File: src/rtl/cpu5_ifu_if.sv
// cpu5_ifu_if: bundles the fetch unit's instruction-memory bus, the decode
// handshake and the redirect inputs coming back from cpu5_controller.
//
// Signals:
//   imem_req / imem_addr / imem_gnt   request channel to instruction memory
//   imem_rvalid / imem_rdata          in-order response channel
//   instr_valid / instr_ready         head-of-buffer handshake to decode
//   instr / instr_pc                  head instruction and its PC
//   pcsrc / jump                      redirect qualifiers for the consumed instr
//   pcbranch / pcjump                 redirect targets
//
// Modports:
//   master  the fetch unit side
//   slave   the environment side (memory plus decode/control)
interface cpu5_ifu_if #(
    parameter int ADDR_WIDTH  = 32,
    parameter int INSTR_WIDTH = 32
);
    logic                   imem_req;
    logic [ADDR_WIDTH-1:0]  imem_addr;
    logic                   imem_gnt;
    logic                   imem_rvalid;
    logic [INSTR_WIDTH-1:0] imem_rdata;

    logic                   instr_valid;
    logic                   instr_ready;
    logic [INSTR_WIDTH-1:0] instr;
    logic [ADDR_WIDTH-1:0]  instr_pc;

    logic                   pcsrc;
    logic                   jump;
    logic [ADDR_WIDTH-1:0]  pcbranch;
    logic [ADDR_WIDTH-1:0]  pcjump;

    modport master (
        output imem_req, imem_addr, instr_valid, instr, instr_pc,
        input  imem_gnt, imem_rvalid, imem_rdata, instr_ready,
               pcsrc, jump, pcbranch, pcjump
    );

    modport slave (
        input  imem_req, imem_addr, instr_valid, instr, instr_pc,
        output imem_gnt, imem_rvalid, imem_rdata, instr_ready,
               pcsrc, jump, pcbranch, pcjump
    );
endinterface

File: src/rtl/cpu5_ifu.sv
// cpu5_ifu: instruction fetch unit for cpu5.
//
// Owns the PC, issues word-aligned fetches to instruction memory, buffers the
// in-order responses in a small FIFO and presents the head to decode through
// a valid/ready handshake. When the consumed instruction carries a taken
// branch or a jump, the buffer is flushed, every fetch still in flight is
// marked for discard and the PC is redirected to the (word-aligned) target.
//
// Ports:
//   clk             rising-edge clock
//   reset           asynchronous, active-high reset
//   bus             cpu5_ifu_if.master (imem bus, decode handshake, redirect)
//   perf_redirects  number of redirects taken since reset
//   perf_stalls     number of cycles decode was ready but no instruction valid
//
// Optional feature: define CPU5_IFU_PERF_EN to build the two performance
// counters; otherwise both ports are tied to zero and no flops are built.
module cpu5_ifu #(
    parameter int                     ADDR_WIDTH  = 32,
    parameter int                     INSTR_WIDTH = 32,
    parameter logic [ADDR_WIDTH-1:0]  RESET_PC    = '0,
    parameter int                     FIFO_DEPTH  = 2
) (
    input  logic        clk,
    input  logic        reset,
    cpu5_ifu_if.master  bus,
    output logic [31:0] perf_redirects,
    output logic [31:0] perf_stalls
);

    localparam int PW = $clog2(FIFO_DEPTH);
    localparam int CW = PW + 1;

    logic [ADDR_WIDTH-1:0]  pc;
    logic [ADDR_WIDTH-1:0]  resp_pc;
    logic [PW-1:0]          wr_ptr;
    logic [PW-1:0]          rd_ptr;
    logic [CW-1:0]          count;
    logic [CW-1:0]          outstanding;
    logic [CW-1:0]          outstanding_next;
    logic [CW-1:0]          drop;
    logic [CW:0]            occupancy;

    logic [INSTR_WIDTH-1:0] instr_mem [FIFO_DEPTH];
    logic [ADDR_WIDTH-1:0]  pc_mem    [FIFO_DEPTH];

    logic                   grant;
    logic                   resp;
    logic                   push;
    logic                   pop;
    logic                   redirect;
    logic [ADDR_WIDTH-1:0]  target_raw;
    logic [ADDR_WIDTH-1:0]  target;

    // Buffered plus in-flight fetches are capped at FIFO_DEPTH, which is what
    // makes buffer overflow impossible without any backpressure on rvalid.
    assign occupancy    = {1'b0, outstanding} + {1'b0, count};
    assign bus.imem_req = !reset && (occupancy < (CW+1)'(FIFO_DEPTH));
    assign bus.imem_addr = pc;

    assign grant    = bus.imem_req && bus.imem_gnt;
    // A response with nothing outstanding is a protocol error; it is ignored
    // so the counters cannot underflow.
    assign resp     = bus.imem_rvalid && (outstanding != '0);
    assign pop      = bus.instr_valid && bus.instr_ready;
    assign redirect = pop && (bus.pcsrc || bus.jump);
    assign push     = resp && (drop == '0) && !redirect;

    assign target_raw = bus.jump ? bus.pcjump : bus.pcbranch;
    assign target     = {target_raw[ADDR_WIDTH-1:2], 2'b00};

    assign outstanding_next = outstanding + CW'(grant) - CW'(resp);

    // PC, response PC, FIFO pointers and the fetch bookkeeping. On a redirect
    // every fetch still in flight after this cycle (including this cycle's
    // grant at the old PC) must be discarded, which is exactly the next value
    // of the outstanding counter.
    always_ff @(posedge clk or posedge reset) begin
        if (reset) begin
            pc          <= RESET_PC;
            resp_pc     <= RESET_PC;
            wr_ptr      <= '0;
            rd_ptr      <= '0;
            count       <= '0;
            outstanding <= '0;
            drop        <= '0;
        end else begin
            outstanding <= outstanding_next;
            if (grant) begin
                pc <= pc + ADDR_WIDTH'(4);
            end
            if (redirect) begin
                pc      <= target;
                resp_pc <= target;
                wr_ptr  <= '0;
                rd_ptr  <= '0;
                count   <= '0;
                drop    <= outstanding_next;
            end else begin
                if (resp && (drop != '0)) begin
                    drop <= drop - CW'(1);
                end
                if (push) begin
                    resp_pc <= resp_pc + ADDR_WIDTH'(4);
                    wr_ptr  <= wr_ptr + PW'(1);
                end
                if (pop) begin
                    rd_ptr <= rd_ptr + PW'(1);
                end
                count <= count + CW'(push) - CW'(pop);
            end
        end
    end

    // Buffer storage carries no reset; validity is tracked by count alone.
    always_ff @(posedge clk) begin
        if (push) begin
            instr_mem[wr_ptr] <= bus.imem_rdata;
            pc_mem[wr_ptr]    <= resp_pc;
        end
    end

    assign bus.instr_valid = (count != '0);
    assign bus.instr       = instr_mem[rd_ptr];
    assign bus.instr_pc    = pc_mem[rd_ptr];

    rvalid_without_request : assert property (
        @(posedge clk) disable iff (reset) !(bus.imem_rvalid && (outstanding == '0))
    );

`ifdef CPU5_IFU_PERF_EN
    // Redirect and decode-starvation counters, free-running with wrap.
    always_ff @(posedge clk or posedge reset) begin
        if (reset) begin
            perf_redirects <= '0;
            perf_stalls    <= '0;
        end else begin
            if (redirect) begin
                perf_redirects <= perf_redirects + 32'd1;
            end
            if (bus.instr_ready && !bus.instr_valid) begin
                perf_stalls <= perf_stalls + 32'd1;
            end
        end
    end
`else
    assign perf_redirects = '0;
    assign perf_stalls    = '0;
`endif

endmodule

File: src/flat_wrapper.sv
// flat-port wrapper written by rule: the top's interface ports become plain ports
module cpu5_ifu_flat 
#(
    parameter int                     ADDR_WIDTH  = 32,
    parameter int                     INSTR_WIDTH = 32,
    parameter logic [ADDR_WIDTH-1:0]  RESET_PC    = '0,
    parameter int                     FIFO_DEPTH  = 2
)
  (clk, reset, perf_redirects, perf_stalls, bus_imem_req, bus_imem_addr, bus_instr_valid, bus_instr, bus_instr_pc, bus_imem_gnt, bus_imem_rvalid, bus_imem_rdata, bus_instr_ready, bus_pcsrc, bus_jump, bus_pcbranch, bus_pcjump);
  cpu5_ifu_if #(.ADDR_WIDTH(ADDR_WIDTH), .INSTR_WIDTH(INSTR_WIDTH)) bus_i ();
  input  logic clk;
  input  logic reset;
  output logic [31:0] perf_redirects;
  output logic [31:0] perf_stalls;
  output wire logic [$bits(bus_i.imem_req)-1:0] bus_imem_req;
  output wire logic [$bits(bus_i.imem_addr)-1:0] bus_imem_addr;
  output wire logic [$bits(bus_i.instr_valid)-1:0] bus_instr_valid;
  output wire logic [$bits(bus_i.instr)-1:0] bus_instr;
  output wire logic [$bits(bus_i.instr_pc)-1:0] bus_instr_pc;
  input wire logic [$bits(bus_i.imem_gnt)-1:0] bus_imem_gnt;
  input wire logic [$bits(bus_i.imem_rvalid)-1:0] bus_imem_rvalid;
  input wire logic [$bits(bus_i.imem_rdata)-1:0] bus_imem_rdata;
  input wire logic [$bits(bus_i.instr_ready)-1:0] bus_instr_ready;
  input wire logic [$bits(bus_i.pcsrc)-1:0] bus_pcsrc;
  input wire logic [$bits(bus_i.jump)-1:0] bus_jump;
  input wire logic [$bits(bus_i.pcbranch)-1:0] bus_pcbranch;
  input wire logic [$bits(bus_i.pcjump)-1:0] bus_pcjump;
  assign bus_imem_req = bus_i.imem_req;
  assign bus_imem_addr = bus_i.imem_addr;
  assign bus_instr_valid = bus_i.instr_valid;
  assign bus_instr = bus_i.instr;
  assign bus_instr_pc = bus_i.instr_pc;
  assign bus_i.imem_gnt = bus_imem_gnt;
  assign bus_i.imem_rvalid = bus_imem_rvalid;
  assign bus_i.imem_rdata = bus_imem_rdata;
  assign bus_i.instr_ready = bus_instr_ready;
  assign bus_i.pcsrc = bus_pcsrc;
  assign bus_i.jump = bus_jump;
  assign bus_i.pcbranch = bus_pcbranch;
  assign bus_i.pcjump = bus_pcjump;
  cpu5_ifu #(.ADDR_WIDTH(ADDR_WIDTH), .INSTR_WIDTH(INSTR_WIDTH), .RESET_PC(RESET_PC), .FIFO_DEPTH(FIFO_DEPTH)) u_core (.clk(clk), .reset(reset), .bus(bus_i), .perf_redirects(perf_redirects), .perf_stalls(perf_stalls));
endmodule
File: config.mk
export PLATFORM = sky130hd
export DESIGN_NAME = cpu5_ifu_flat
export DESIGN_NICKNAME = d
export VERILOG_FILES = /design/src/rtl/cpu5_ifu_if.sv /design/src/rtl/cpu5_ifu.sv /design/src/flat_wrapper.sv
export SDC_FILE = /design/constraint.sdc
export NUM_CORES = 1
export LEC_CHECK = 0
export CORE_UTILIZATION = 48
export CTS_CLUSTER_SIZE = 28
export DETAILED_ROUTE_END_ITERATION = 8
export GPL_TIMING_DRIVEN = 0
export PLACE_DENSITY = 0.88
export SLEW_MARGIN = 10
export SYNTH_ARGS = -nofsm -noshare
export SYNTH_HDL_FRONTEND = slang
export SYNTH_SLANG_ARGS = --single-unit
export TNS_END_PERCENT = 20
File: constraint.sdc
create_clock -name clk -period 7.6 [get_ports clk]
set_clock_uncertainty 0.05 [all_clocks]
set_input_delay 0.76 -clock clk [delete_from_list [all_inputs] [get_ports clk]]
set_output_delay 0.76 -clock clk [all_outputs]
set_load 0.03 [all_outputs]
; ---- Yosys cells after proc, flatten, opt, wreduce, memory -nomap -nowiden
; Memories as Yosys holds them, arrays and structs flattened.
; Cells that the tools add are included.
[totals]
register_bits = 72
mem_bits_rw = 128
inputBits = 103
n_memories = 2
[mem_list]
columns = memory, words, word_bits, read_ports, rd_ports_with_merged_regs, write_ports, line_no
row1 = u_core.instr_mem, 2, 32, 1, 0, 1, cpu5_ifu.sv:44  ; logic [INSTR_WIDTH-1:0] instr_mem [FIFO_DEPTH];
row2 = u_core.pc_mem, 2, 32, 1, 0, 1, cpu5_ifu.sv:45  ; logic [ADDR_WIDTH-1:0] pc_mem [FIFO_DEPTH];
[classes]
addsub = 10
order_cmp = 1
n_mux = 14
reduce_logical = 19
[op_table]
columns = cell, count
row1 = 32-bit 2-to-1 mux, 5
row2 = "32-bit by 3-bit adder with 32-bit output, second input constant", 2
row3 = 2-bit nonzero test, 7
row4 = 1-bit logical AND, 8
row5 = 1-bit 2-to-1 mux, 6
row6 = 2-bit 2-to-1 mux, 3
row7 = 2-bit by 1-bit adder with 2-bit output, 2
row8 = 2-bit by 1-bit subtractor with 2-bit output, 2
row9 = 2-bit by 2-bit adder with 3-bit output, 1
row10 = "3-bit by 2-bit less-than comparator with 1-bit output, second input constant", 1
row11 = "1-bit adder, second input constant", 2
row12 = 1-bit logical NOT, 2
row13 = 2-bit logical NOT, 1
row14 = "2-bit by 1-bit subtractor with 2-bit output, second input constant", 1
row15 = 1-bit logical OR, 1

; ---- Longest topological paths before layout
[logic_depth]
depth_word = 8
mapped_depth = 10
mapped_depth_nobuf = 9

; ---- Worst setup path before layout
; No wires, ideal clock.
[synth_path]
path_type = input to register
start = input bus_pcsrc
end = memory u_core.instr_mem[0][0], enable pin
setup_time_ps = 558
t_arrival_ps = 5669
t_required_ps = 6992
path_slack_ps = 1324
path_stages = 4
n_path_buf = 2
cell_sequence = o221a_2 -> clkbuf_1 -> buf_1 -> nor3_1
[synth_between]
elab_chain_len = 6
[synth_rtl]
columns = item, line_no
row1 = start: declaration, flat_wrapper.sv:24  ; input wire logic [$bits(bus_i.pcsrc)-1:0] bus_pcsrc;
row2 = 1-bit logical OR, cpu5_ifu.sv:66  ; assign redirect = pop && (bus.pcsrc || bus.jump);
row3 = 1-bit logical AND, cpu5_ifu.sv:66
row4 = 1-bit logical NOT, cpu5_ifu.sv:67  ; assign push = resp && (drop == '0) && !redirect;
row5 = 1-bit logical AND, cpu5_ifu.sv:67
row6 = 1-bit 2-to-1 mux, cpu5_ifu.sv:117  ; if (push) begin
row7 = 1-bit 2-to-1 mux (not written as such), cpu5_ifu.sv:118  ; instr_mem[wr_ptr] <= bus.imem_rdata;
row8 = end: declaration, cpu5_ifu.sv:44
; No other way between the ends.

; ---- Worst setup path in the final report
[layout_path]
start = register u_core.rd_ptr
end = output bus_instr_pc[13]
[layout_between]
elab_chain_len = 1
[layout_rtl]
columns = item, line_no
row1 = start: declaration, cpu5_ifu.sv:37  ; logic [PW-1:0] rd_ptr;
row2 = start signal: assignment, cpu5_ifu.sv:108  ; rd_ptr <= rd_ptr + PW'(1);
row3 = memory 2 x 32 bit, -
row4 = end: declaration, flat_wrapper.sv:19  ; output wire logic [$bits(bus_i.instr_pc)-1:0] bus_instr_pc;
; No other way between the ends.

==> flow_summary.json <==
{
  "clock_latency_ps": 440,
  "synth_flop_cell": "edfxtp_1",
  "ys_types": 53,
  "vias": 7171,
  "cts_setup_buffers": 0,
  "syn-cell-area_um2": 9348,
  "cts_root_buf": "clkbuf_16",
  "crit_fanout": 10,
  "coreArea_um2": 18890,
  "cts_made_buffers": 17,
  "cts_tree": "yes",
  "synth_edf_count": 124,
  "critPathArrivalTime_ps": 2800,
  "fp.dieArea_um2": 20040,
  "antenna_found_initial": 0,
  "total_power_mw": 4.612,
  "cts_hold_buf": 0,
  "setup_viol": 0,
  "track_usage": 0.2367,
  "cts_buffer_depth": 2,
  "drive_above_1_share": 0.1853,
  "ir_worst_vdd_mv": 0.1891,
  "power_leakage_nw": 4.673,
  "top_level_ports": 265,
  "place.port_buffers": 192,
  "hold_start": "u_core.resp_pc[29]",
  "crit_path_end_kind": "primary output",
  "holdCritPathClass": "register to register",
  "hold_end": "u_core.pc_mem[1][29]",
  "ys_ff_latch": 192,
  "viasPerCell": 5.487,
  "r2r-start": "u_core.count[1]",
  "drtIter0Drc": 582,
  "period_share": 0.4752,
  "hold-path-cell-count": 0,
  "grt_max_degree": 63,
  "start_util": 0.4948,
  "avgSynthCellArea_um2": 12.50,
  "power_density_nw_per_um2": 366.7,
  "drt_wl_total_mm": 23.83,
  "worst_r2r_endpoint": "u_core.instr_mem[0][17]",
  "fillers": 1442,
  "fmax_mhz": 276.9,
  "post_cts_resized": 0,
  "diodes": 0,
  "layout.nets": 1145,
  "finalHoldViolCount": 0,
  "firstDrtPassIters": 5,
  "ys_warn_count": 0,
  "clkTransAtPathRegs_ps": 70,
  "ff2ff_setup_slack_ps": 4570,
  "status": "finished clean",
  "dp_cells": 1275,
  "rr_worst_depth": 7,
  "worst_pin_slew_ps": 869.2,
  "netlist_instances": 748,
  "wl_per_cell_um": 18.23,
  "slew_headroom": 0.4152,
  "overflow": 0,
  "fp.dieH_um": 141.6,
  "drv_cap": 0,
  "cts.sinks": 192,
  "critPathLaunchType": "register",
  "grt_pass1_wl_mm": 36.45,
  "globalplace.congestion": 0.9514,
  "cp.required_ps": 6790,
  "grt_setup_unrepaired": "no",
  "grt_pass1_vias": 6927,
  "syn2layout_area_growth_pct": 34.55,
  "fp.dieW_um": 141.6,
  "period_needed_ps": 3612,
  "ant_nets": 0,
  "htreeDepth": 4,
  "seq_area_frac_synth": 0.5804,
  "dp_hpwl_mm": 17.81,
  "final_cells": 1307,
  "drc_errors": 0,
  "slew_violations": 0,
  "synthArstFlopShare": 0.3542,
  "crit_type": "register to primary output",
  "fp-row-count": 50
}
==> where the power goes <==
part           switching (mW)  internal [mW]
combinational            1.15          0.836
clock                   0.422          0.478
sequential              0.308           1.42
total                    1.88           2.73
==> cell families (layout without fill, tap and decap cells) <==
logic type,after synthesis,after routing,share of synthesized area
AO/OA/AOI/OAI,133,133,0.09838
XOR/XNOR,26,26,0.02436
adder cells (fa/ha/maj),8,8,0.01151
buffers and inverters,126,358,0.08111
flip-flops,192,192,0.5804
multiplexers,67,67,0.08018
other,1,68,0.0004012
AND/OR/NAND/NOR,195,195,0.1237
==> area by class of cell <==
cell class | instances | area (µm²) | share of cell area
tap | 260 | 325.3 | 0.02587
clock inverter | 13 | 133.9 | 0.01064
clock buffer | 19 | 475.5 | 0.03780
multi-input combinational | 497 | 3423 | 0.2722
inverter | 20 | 77.57 | 0.006168
timing repair buffer | 200 | 2033 | 0.1617
sequential | 192 | 5425 | 0.4314
buffer | 106 | 683.2 | 0.05432
==> routing by layer <==
| layer | GRT usage | share of wire |
|---|---|---|
| met1 | 0.2840 | 0.38 |
| met2 | 0.4148 | 0.51 |
| met3 | 0.05197 | 0.089 |
| met4 | 0.09225 | 0.028 |
| met5 | 0 | 0 |
==> registers in the layout (all words and copies together) (netlist names) <==
signal,cells
u_core.resp_pc,30
u_core.rd_ptr,1
u_core.pc_mem,60
u_core.count,2
u_core.outstanding,2
u_core.instr_mem,64
u_core.wr_ptr,1
u_core.bus.imem_addr,30
u_core.drop,2
==> worst max-delay path, cell delays in order, from the launching register on <==
cell             delay [ps]
dfrtp_1                 330
clkbuf_1                510
clkbuf_1                500
mux2_2                  400
clkdlybuf4s50_1         630
==> metrics by stage <==
stage                     hold WS, ps  area (µm²)  TNS, ps  setup WS (ps)  utilization
after floorplan                 414.5        9599        0           1324            -
after global placement          458.3       11850   -99380          -1606       0.6270
after detailed placement        461.9       11970        0           3729       0.6334
after CTS                       473.2       12580        0           3919       0.6657
after global routing            502.0       12580        0           3795       0.6657
final                           479.4       12580        0           3988       0.6657
==> cell usage after synthesis (11+ instances only) <==
| cell | number | share of area |
|---|---|---|
| buf_4 | 69 | 0.055 |
| a31oi_1 | 27 | 0.018 |
| dfrtp_1 | 68 | 0.18 |
| edfxtp_1 | 124 | 0.40 |
| o31ai_1 | 20 | 0.016 |
| nor3_1 | 11 | 0.0059 |
| nand4_1 | 21 | 0.014 |
| nor2_1 | 14 | 0.0056 |
| or4_1 | 25 | 0.020 |
| a21oi_1 | 24 | 0.013 |
| nand3_1 | 20 | 0.011 |
| clkbuf_1 | 27 | 0.011 |
| nor4_1 | 13 | 0.0087 |
| mux2_2 | 63 | 0.076 |
| nor2b_1 | 28 | 0.019 |
| a211oi_1 | 36 | 0.029 |
| inv_1 | 19 | 0.0076 |
| xnor2_1 | 17 | 0.016 |
| nand2_1 | 26 | 0.010 |
==> how the worst max path moves through the flow <==
stage / from / end / slack, ps / depth (start not counted)
2_1_floorplan: bus_pcsrc / u_core.instr_mem[0][0] / 1320 / 4
3_3_place_gp: bus_jump / u_core.instr_mem[0][25] / -1610 / 5
3_5_place_dp: bus_jump / u_core.instr_mem[0][25] / 3730 / 8
4_1_cts: u_core.rd_ptr / bus_instr_pc[9] / 3920 / 4
5_1_grt: u_core.rd_ptr / bus_instr_pc[9] / 3800 / 4
6_report: u_core.rd_ptr / bus_instr_pc[13] / 3990 / 4
==> cell usage in the layout, fill, tap and decap left out, types with 25 or more instances in the layout <==
cell type	Yosys	final
mux2_2	63	63
buf_4	69	72
a31oi_1	27	27
clkbuf_1	27	27
conb_1	1	68
edfxtp_1	124	124
nand2_1	26	26
or4_1	25	25
dfrtp_1	68	68
a211oi_1	36	36
clkdlybuf4s50_1	0	192
nor2b_1	28	28
(Power assumes the default switching activity.)
